==> config.mk <==
export PLATFORM = sky130hd
export DESIGN_NAME = uart_rx
export DESIGN_NICKNAME = d
export VERILOG_FILES = /design/src/rtl/uart_pkg.sv /design/src/rtl/uart_rx_sync.sv /design/src/rtl/uart_rx.sv
export SDC_FILE = /design/constraint.sdc
export NUM_CORES = 1
export LEC_CHECK = 0
export BUFFER_PORTS_ARGS = -buffer_cell sky130_fd_sc_hd__buf_2
export CAP_MARGIN = 30
export CORE_UTILIZATION = 35
export CTS_BUF_LIST = sky130_fd_sc_hd__clkbuf_4 sky130_fd_sc_hd__clkbuf_8 sky130_fd_sc_hd__clkbuf_16
export DETAILED_ROUTE_END_ITERATION = 10
export MAX_ROUTING_LAYER = met4
export PLACE_DENSITY = 0.63
export SYNTH_ARGS = -nofsm -noshare
export SYNTH_HDL_FRONTEND = slang
export SYNTH_HIERARCHICAL = 1
export SYNTH_SLANG_ARGS = --single-unit
==> constraint.sdc <==
create_clock -name clk -period 3.9 [get_ports clk]
set_input_delay 0.195 -clock clk [delete_from_list [all_inputs] [get_ports clk]]
set_output_delay 0.195 -clock clk [all_outputs]
set_load 0.03 [all_outputs]
==> src/rtl/uart_pkg.sv <==
// Shared UART definitions for the receive and transmit paths.
// Contents:
//   uart_state_e      receiver FSM state encoding (2 bits)
//   UART_IDLE         idle line level, also the required stop-bit level
//   UART_OVERSAMPLE   sample ticks per bit
//   UART_FRAME_WIDTH  data bits per frame
package uart_pkg;

    typedef enum logic [1:0] {
        S_IDLE  = 2'd0,
        S_START = 2'd1,
        S_DATA  = 2'd2,
        S_STOP  = 2'd3
    } uart_state_e;

    localparam logic UART_IDLE        = 1'b1;
    localparam int   UART_OVERSAMPLE  = 16;
    localparam int   UART_FRAME_WIDTH = 8;

endpackage

==> src/rtl/uart_rx_sync.sv <==
// rx_sync: two-flop synchroniser for an asynchronous single-bit input.
// Both flops reset to RST_VAL so the line looks idle straight out of reset.
// Ports:
//   clk  in   system clock
//   rst  in   synchronous reset, active-high
//   d    in   asynchronous input
//   q    out  synchronised output (two clocks of latency)
module rx_sync #(
    parameter logic RST_VAL = 1'b1
) (
    input  logic clk,
    input  logic rst,
    input  logic d,
    output logic q
);

    logic meta_q;
    logic sync_q;

    // Two-stage capture of the asynchronous input.
    always_ff @(posedge clk) begin
        if (rst) begin
            meta_q <= RST_VAL;
            sync_q <= RST_VAL;
        end else begin
            meta_q <= d;
            sync_q <= meta_q;
        end
    end

    assign q = sync_q;

endmodule

==> src/rtl/uart_rx.sv <==
// uart_rx: oversampling UART receiver, FRAME_WIDTH data bits LSB first,
// one stop bit, no parity.
// Ports:
//   clk          in   system clock
//   rst          in   synchronous reset, active-high
//   en           in   sample tick, OVERSAMPLE x baud, one clk wide
//   rx           in   asynchronous serial input
//   data         out  last good frame, LSB = first bit received
//   valid        out  one-clk pulse: data updated
//   framing_err  out  one-clk pulse: stop bit was not IDLE
//   busy         out  high while a frame is in progress
module uart_rx
    import uart_pkg::*;
#(
    parameter int   FRAME_WIDTH      = UART_FRAME_WIDTH,
    parameter int   OVERSAMPLE       = UART_OVERSAMPLE,
    parameter int   SAMPLE_CNT_WIDTH = 4,
    parameter int   BIT_CNT_WIDTH    = 4,
    parameter logic IDLE             = UART_IDLE
) (
    input  logic                   clk,
    input  logic                   rst,
    input  logic                   en,
    input  logic                   rx,
    output logic [FRAME_WIDTH-1:0] data,
    output logic                   valid,
    output logic                   framing_err,
    output logic                   busy
);

    localparam logic [SAMPLE_CNT_WIDTH-1:0] CNT_ZERO  = SAMPLE_CNT_WIDTH'(0);
    localparam logic [SAMPLE_CNT_WIDTH-1:0] CNT_ONE   = SAMPLE_CNT_WIDTH'(1);
    localparam logic [SAMPLE_CNT_WIDTH-1:0] CNT_HALF  = SAMPLE_CNT_WIDTH'(OVERSAMPLE / 2 - 1);
    localparam logic [SAMPLE_CNT_WIDTH-1:0] CNT_LAST  = SAMPLE_CNT_WIDTH'(OVERSAMPLE - 1);
    localparam logic [BIT_CNT_WIDTH-1:0]    BIT_ZERO  = BIT_CNT_WIDTH'(0);
    localparam logic [BIT_CNT_WIDTH-1:0]    BIT_ONE   = BIT_CNT_WIDTH'(1);
    localparam logic [BIT_CNT_WIDTH-1:0]    BIT_LAST  = BIT_CNT_WIDTH'(FRAME_WIDTH - 1);
    localparam logic [FRAME_WIDTH-1:0]      DATA_ZERO = FRAME_WIDTH'(0);

    logic                        rx_s;
    uart_state_e                 state_q, state_d;
    logic [SAMPLE_CNT_WIDTH-1:0] cnt_q, cnt_d;
    logic [BIT_CNT_WIDTH-1:0]    bit_cnt_q, bit_cnt_d;
    logic [FRAME_WIDTH-1:0]      shift_q, shift_d;
    logic [FRAME_WIDTH-1:0]      data_q, data_d;
    logic                        valid_q, valid_d;
    logic                        ferr_q, ferr_d;
    logic                        busy_q, busy_d;

    rx_sync #(.RST_VAL(IDLE)) u_rx_sync (
        .clk (clk),
        .rst (rst),
        .d   (rx),
        .q   (rx_s)
    );

    // Next-state, counter, shift-register and output computation.
    always_comb begin
        state_d   = state_q;
        cnt_d     = cnt_q;
        bit_cnt_d = bit_cnt_q;
        shift_d   = shift_q;
        data_d    = data_q;
        valid_d   = 1'b0;   // pulses last one clock whether or not a tick follows
        ferr_d    = 1'b0;

        if (en) begin
            case (state_q)
                S_IDLE: begin
                    if (rx_s == ~IDLE) begin
                        state_d = S_START;
                        cnt_d   = CNT_ZERO;
                    end else begin
                        state_d = S_IDLE;
                    end
                end
                S_START: begin
                    if (cnt_q == CNT_HALF) begin
                        cnt_d     = CNT_ZERO;
                        bit_cnt_d = BIT_ZERO;
                        // Line back at IDLE by mid start bit means it was a glitch.
                        if (rx_s == ~IDLE) begin
                            state_d = S_DATA;
                        end else begin
                            state_d = S_IDLE;
                        end
                    end else begin
                        cnt_d = cnt_q + CNT_ONE;
                    end
                end
                S_DATA: begin
                    if (cnt_q == CNT_LAST) begin
                        // Right shift: the first bit received ends up in the LSB.
                        shift_d   = {rx_s, shift_q[FRAME_WIDTH-1:1]};
                        bit_cnt_d = bit_cnt_q + BIT_ONE;
                        cnt_d     = CNT_ZERO;
                        if (bit_cnt_q == BIT_LAST) begin
                            state_d = S_STOP;
                        end else begin
                            state_d = S_DATA;
                        end
                    end else begin
                        cnt_d = cnt_q + CNT_ONE;
                    end
                end
                S_STOP: begin
                    if (cnt_q == CNT_LAST) begin
                        // Leave at mid stop bit so a back-to-back start edge is caught.
                        state_d = S_IDLE;
                        cnt_d   = CNT_ZERO;
                        if (rx_s == IDLE) begin
                            data_d  = shift_q;
                            valid_d = 1'b1;
                        end else begin
                            ferr_d  = 1'b1;
                        end
                    end else begin
                        cnt_d = cnt_q + CNT_ONE;
                    end
                end
                default: begin
                    state_d = S_IDLE;
                    cnt_d   = CNT_ZERO;
                end
            endcase
        end else begin
            state_d = state_q;
        end

        // Registered from next state so busy falls with the valid/framing_err edge.
        busy_d = (state_d != S_IDLE);
    end

    // State and output registers.
    always_ff @(posedge clk) begin
        if (rst) begin
            state_q   <= S_IDLE;
            cnt_q     <= CNT_ZERO;
            bit_cnt_q <= BIT_ZERO;
            shift_q   <= DATA_ZERO;
            data_q    <= DATA_ZERO;
            valid_q   <= 1'b0;
            ferr_q    <= 1'b0;
            busy_q    <= 1'b0;
        end else begin
            state_q   <= state_d;
            cnt_q     <= cnt_d;
            bit_cnt_q <= bit_cnt_d;
            shift_q   <= shift_d;
            data_q    <= data_d;
            valid_q   <= valid_d;
            ferr_q    <= ferr_d;
            busy_q    <= busy_d;
        end
    end

    assign data        = data_q;
    assign valid       = valid_q;
    assign framing_err = ferr_q;
    assign busy        = busy_q;

endmodule

# --- Yosys cells after proc, flatten, opt, wreduce, memory -nomap -nowiden ---
# Cells that the tools add are included.
word_totals:
  register_bits: 31
  elab_cells: 50
op_classes:
  addsub: 2
  n_eq_ne: 9
  mux: 17
  n_bitwise: 3
  reduce_logical: 9
op_table:
  columns: ["cell", "n"]
  rows:
  - ["two-way mux 4 bit", 5]
  - ["case mux 4 bit (3 select lines)", 1]
  - ["two-way mux 2 bit", 5]
  - ["adder 4 x 1 -> 4 bit (second input constant)", 2]
  - ["equality test 4 x 3 -> 1 bit (second input constant)", 2]
  - ["case mux 2 bit (4 select lines)", 1]
  - ["case mux 4 bit (2 select lines)", 1]
  - ["AND reduction 4 bit", 2]
  - ["!= test 2 bit (second input constant)", 3]
  - ["equality test 2 bit (second input constant)", 2]
  - ["equality test 4 bit (second input constant)", 1]
  - ["two-way mux 1 bit", 4]
  - ["nonzero test 2 bit", 2]
  - ["OR reduction 4 bit", 1]
  - ["inverter 1 bit", 3]
  - ["AND reduction 3 bit", 1]
  - ["equality test 2 x 1 -> 1 bit (second input constant)", 1]
  - ["zero test 2 bit", 1]
  - ["AND reduction 2 bit", 1]
  - ["OR reduction 2 bit", 1]

# --- Depth between registers and ports, before layout ---
logic_depth:
  word_depth: 6
  mapped_depth: 6

# --- Cells and area by module ---
# The synthesis kept the hierarchy.
by_module_without_submodules:
  columns: ["module", "instances", "cells_each", "area_per_inst_um2", "seq_area_each_um2"]
  rows:
  - ["uart_rx", 1, 130, 1252.5, 580.6]
  - ["rx_sync", 1, 4, 52.6, 40.0]

# --- Worst setup path after synthesis ---
# Ideal clock, no wire load.
synth_timing:
  kind: "flip-flop to flip-flop"
  start: "register cnt_q[0]"
  end: "register data_q[1] (netlist: data[1])"
  setup_time_ns: 0.128
  arrival_time_ns: 1.492
  required_ns: 3.772
  path_slack_ns: 2.280
  stages_incl_launch_ff: 7
  synth_period_minus_slack_ns: 1.620
  path_cell_list: "dfxtp_1 > ha_1 > and3_2 > or3b_1 > buf_6 > mux2i_1 > nor2_1"
synth_via:
  elab_chain_cells: 2
synth_lines:
  columns: ["item", "line", "rtl"]
  rows:
  - ["from (decl)", "uart_rx.sv:42", "logic [SAMPLE_CNT_WIDTH-1:0] cnt_q, cnt_d;"]
  - ["from (signal assigned)", "uart_rx.sv:147", "cnt_q <= cnt_d;"]
  - ["equality test 4 bit", "uart_rx.sv:107", "if (cnt_q == CNT_LAST) begin"]
  - ["AND reduction 4 bit (no line)", null, null]
  - ["to (signal assigned)", "uart_rx.sv:150", "data_q <= data_d;"]
  - ["to (decl)", "uart_rx.sv:45", "logic [FRAME_WIDTH-1:0] data_q, data_d;"]
# No other way between the ends.
# A chain may end at the register's enable or synchronous reset.

# --- Worst setup path after layout ---
layout_timing:
  start: "register cnt_q[0]"
  end: "register data_q[5] (netlist: data[5])"
# The elaborated chain is that of the path after synthesis.

==> impl_metrics.py <==
metrics = {
    "cts": {
        "hold_buffers": 0,
        "cts_made_buffers": 5,
        "clock-root-buffer": "clkbuf_8",
        "post_cts_buffers": 0,
        "cts_resized": 0,
        "cts_tree": "done",
        "clk_pin_slew_ns": 0.06,
        "clock_path_buffers": 2,
        "clkSinkCount": 31,
        "cts-htree-levels": 2,
        "clk_latency_ns": 0.28,
    },
    "drt": {
        "post-route-drc-count": 0,
        "wl_per_cell_um": 11.2,
        "firstDrtPassIters": 4,
        "met1_length_mm": 1.05,
        "postRouteWirelength_mm": 2.19,
        "drtIter0Drc": 4,
        "wl_met3_um": 110,
        "vias": 944,
        "via_per_inst": 4.84,
        "wl_met2_um": 970,
        "top_layer": "met4",
        "ant_nets": 0,
    },
    "global_routing": {
        "grt_pass1_vias": 924,
        "grt_max_degree": 27,
        "grt_pass1_wl_mm": 3.91,
        "grt_usage_pct": 13.2,
        "overflow": 0,
        "antenna_found_initial": 0,
    },
    "synth": {
        "syn_avg_cell_area_um2": 9.74,
        "syn_area_um2": 1310,
        "synthXorXnorAreaFrac_pct": 2.68,
        "netlist_instances": 134,
        "ys.warnings.count": 6,
        "yosysSeqAreaShare_pct": 47.6,
        "syn-num-nets": 140,
        "async_flop_share_pct": 0,
        "synthAdderAreaFrac_pct": 1.92,
        "synth_compound_area_share_pct": 8.82,
        "yosys.area_share.simple_pct": 19.5,
        "yosys_register_bits": 31,
        "synthDistinctLibCells": 29,
        "synthMuxAreaShare_pct": 13.8,
        "synth_top_family_by_area": "simple AND/OR/NAND/NOR gates",
        "synthFlopType": "dfxtp_1",
        "synth_edf_count": 0,
    },
    "die": {
        "num_rows": 21,
        "die_area_um2": 3980,
        "core_region_area_um2": 3440,
        "start_util_pct": 37.9,
        "fp.dieW_um": 63.1,
        "ios": 15,
        "die_h_um": 63.1,
    },
    "critical_path": {
        "start_kind": "flip-flop",
        "arrival_ns": 2.06,
        "worstSetupEndpointType": "flip-flop",
        "cp_max_fo": 8,
        "critPathLaunch": "cnt_q[0]",
        "reg2reg_from": "cnt_q[0]",
        "critical_path_class": "flip-flop to flip-flop",
        "required_ns": 4.06,
    },
    "timing": {
        "setup-tns-final_ns": 0,
        "fin_skew_ns": 0.00652,
        "slew_viol_final": 0,
        "period_needed_ns": 1.90,
        "rsz0062_at_grt": "no",
        "max_slew.worst_pin.slew_ns": 0.500,
        "fin_crit_sh_pct": 48.7,
        "fmax_ghz": 0.526,
        "finalHoldViolCount": 0,
        "slew_headroom_pct": 66.5,
        "setup_viol": 0,
        "whs_ns": 0.0910,
    },
    "hold_path": {
        "hold_class": "primary input to flip-flop",
        "hp-start": "rx",
    },
    "final_layout": {
        "layout_commonest_cell": "dfxtp_1",
        "nNetsFinal": 154,
        "drive_above_1_share_pct": 16.8,
        "n_antenna_cell": 0,
        "layout_common_cells": "dfxtp_1 (31), nor2_1 (23), mux2i_1 (18), buf_2 (14)",
        "syn2layout_area_growth_pct": 13.9,
        "fillers": 327,
        "multiInputGateArea_um2": 609,
        "seq_area_um2": 621,
    },
    "power": {
        "p_leak_uw": 0.000623,
        "p_int_uw": 529,
        "power.share.clock_pct": 49.2,
        "power.density_nw_per_um2": 440,
        "swShare_pct": 19.3,
        "ir_drop_uv": 184,
        "combinationalPowerShare_pct": 1.9,
        "p_seq_share_pct": 48.9,
        "switching_power_uw": 126,
    },
    "placed_design": {
        "place_hpwl_mm": 1.54,
        "gp_routability_congestion": 0.831,
        "portBuffers": 14,
    },
    "job": {
        "cap_violations": 0,
    },
    "outcome": {
        "status": "finished clean",
    },
}
-- cells in the mapped netlist, drive strengths merged (3+ instances only) --
cell type,n,area share (%)
nand2,6,1.7
or3b,3,2.0
buf,5,4.3
o21ai,4,1.5
xnor2,4,2.7
nand3,4,1.5
inv,3,0.86
nor3,4,2.4
nor2,23,6.6
a21oi,6,2.3
dfxtp,31,48
mux2i,18,14
o31ai,3,1.7
-- power by group through the flow --
stage               clock network [uW]  registers (uW)  logic, uW
floorplan                            0             327       8.60
global placement                     0             327       12.6
detailed placement                   0             327       12.8
CTS                                333             320       12.8
global route                       345             320       14.3
finish                             322             320       12.7
-- worst paths after layout --
path | endpoint | slack [ns] | cells after the start
hold / removal | u_rx_sync/meta_q | 0.09 | 2
setup / recovery | data[5] | 2.00 | 5
setup reg to reg | data[5] | 2.00 | 5
hold reg to reg | u_rx_sync/q | 0.42 | 1
-- worst max-delay path, cell delays in order (launching register included) --
cell and delay, ns:
dfxtp_1 0.37, ha_1 0.30, and3_2 0.27, or3b_1 0.56
mux2i_1 0.23, nor2_1 0.05
-- state kept, by name (all words and copies together), names as in the netlist, 2 cells and up --
register and cells:
bit_cnt_q 4, cnt_q 4, data 8, shift_q 8, state_q 2
-- final cells by class --
type / instances / share of cell area [%]
Sequential cell: 31 / 41.8
Multi-Input combinational cell: 93 / 41.0
Clock buffer: 6 / 5.56
Timing Repair Buffer: 14 / 4.71
Tap cell: 46 / 3.87
Clock inverter: 2 / 2.36
Inverter: 3 / 0.758
-- per-layer routing --
metal / vias to the layer above / global-route usage [%]
li1: 489 / -
met1: 430 / 14.3
met2: 19 / 20.2
met3: 6 / 5.43
met4: 0 / 7.85
met5: - / -
-- through the flow --
step | instances | utilization (%) | power (uW) | area [um^2] | setup slack [ns]
after global routing | 195 | 43.2 | 680 | 1490 | 1.87
after global placement | 187 | 39.8 | 339 | 1370 | 2.07
after floorplan | 134 | - | 335 | 1310 | 2.28
after detailed placement | 187 | 39.8 | 340 | 1370 | 1.99
after CTS | 195 | 43.2 | 665 | 1490 | 1.98
final | 195 | 43.2 | 655 | 1490 | 2.00
-- cell families (layout without fill, tap and decap cells) --
group                    after synthesis  count (layout)
buffers and inverters                 10              25
AND/OR/NAND/NOR                       50              50
multiplexers                          18              18
AO/OA/AOI/OAI                         19              19
adder cells (fa/ha/maj)                2               2
flip-flops                            31              31
XOR/XNOR                               4               4
No activity file was read; power rests on OpenSTA's default activity.
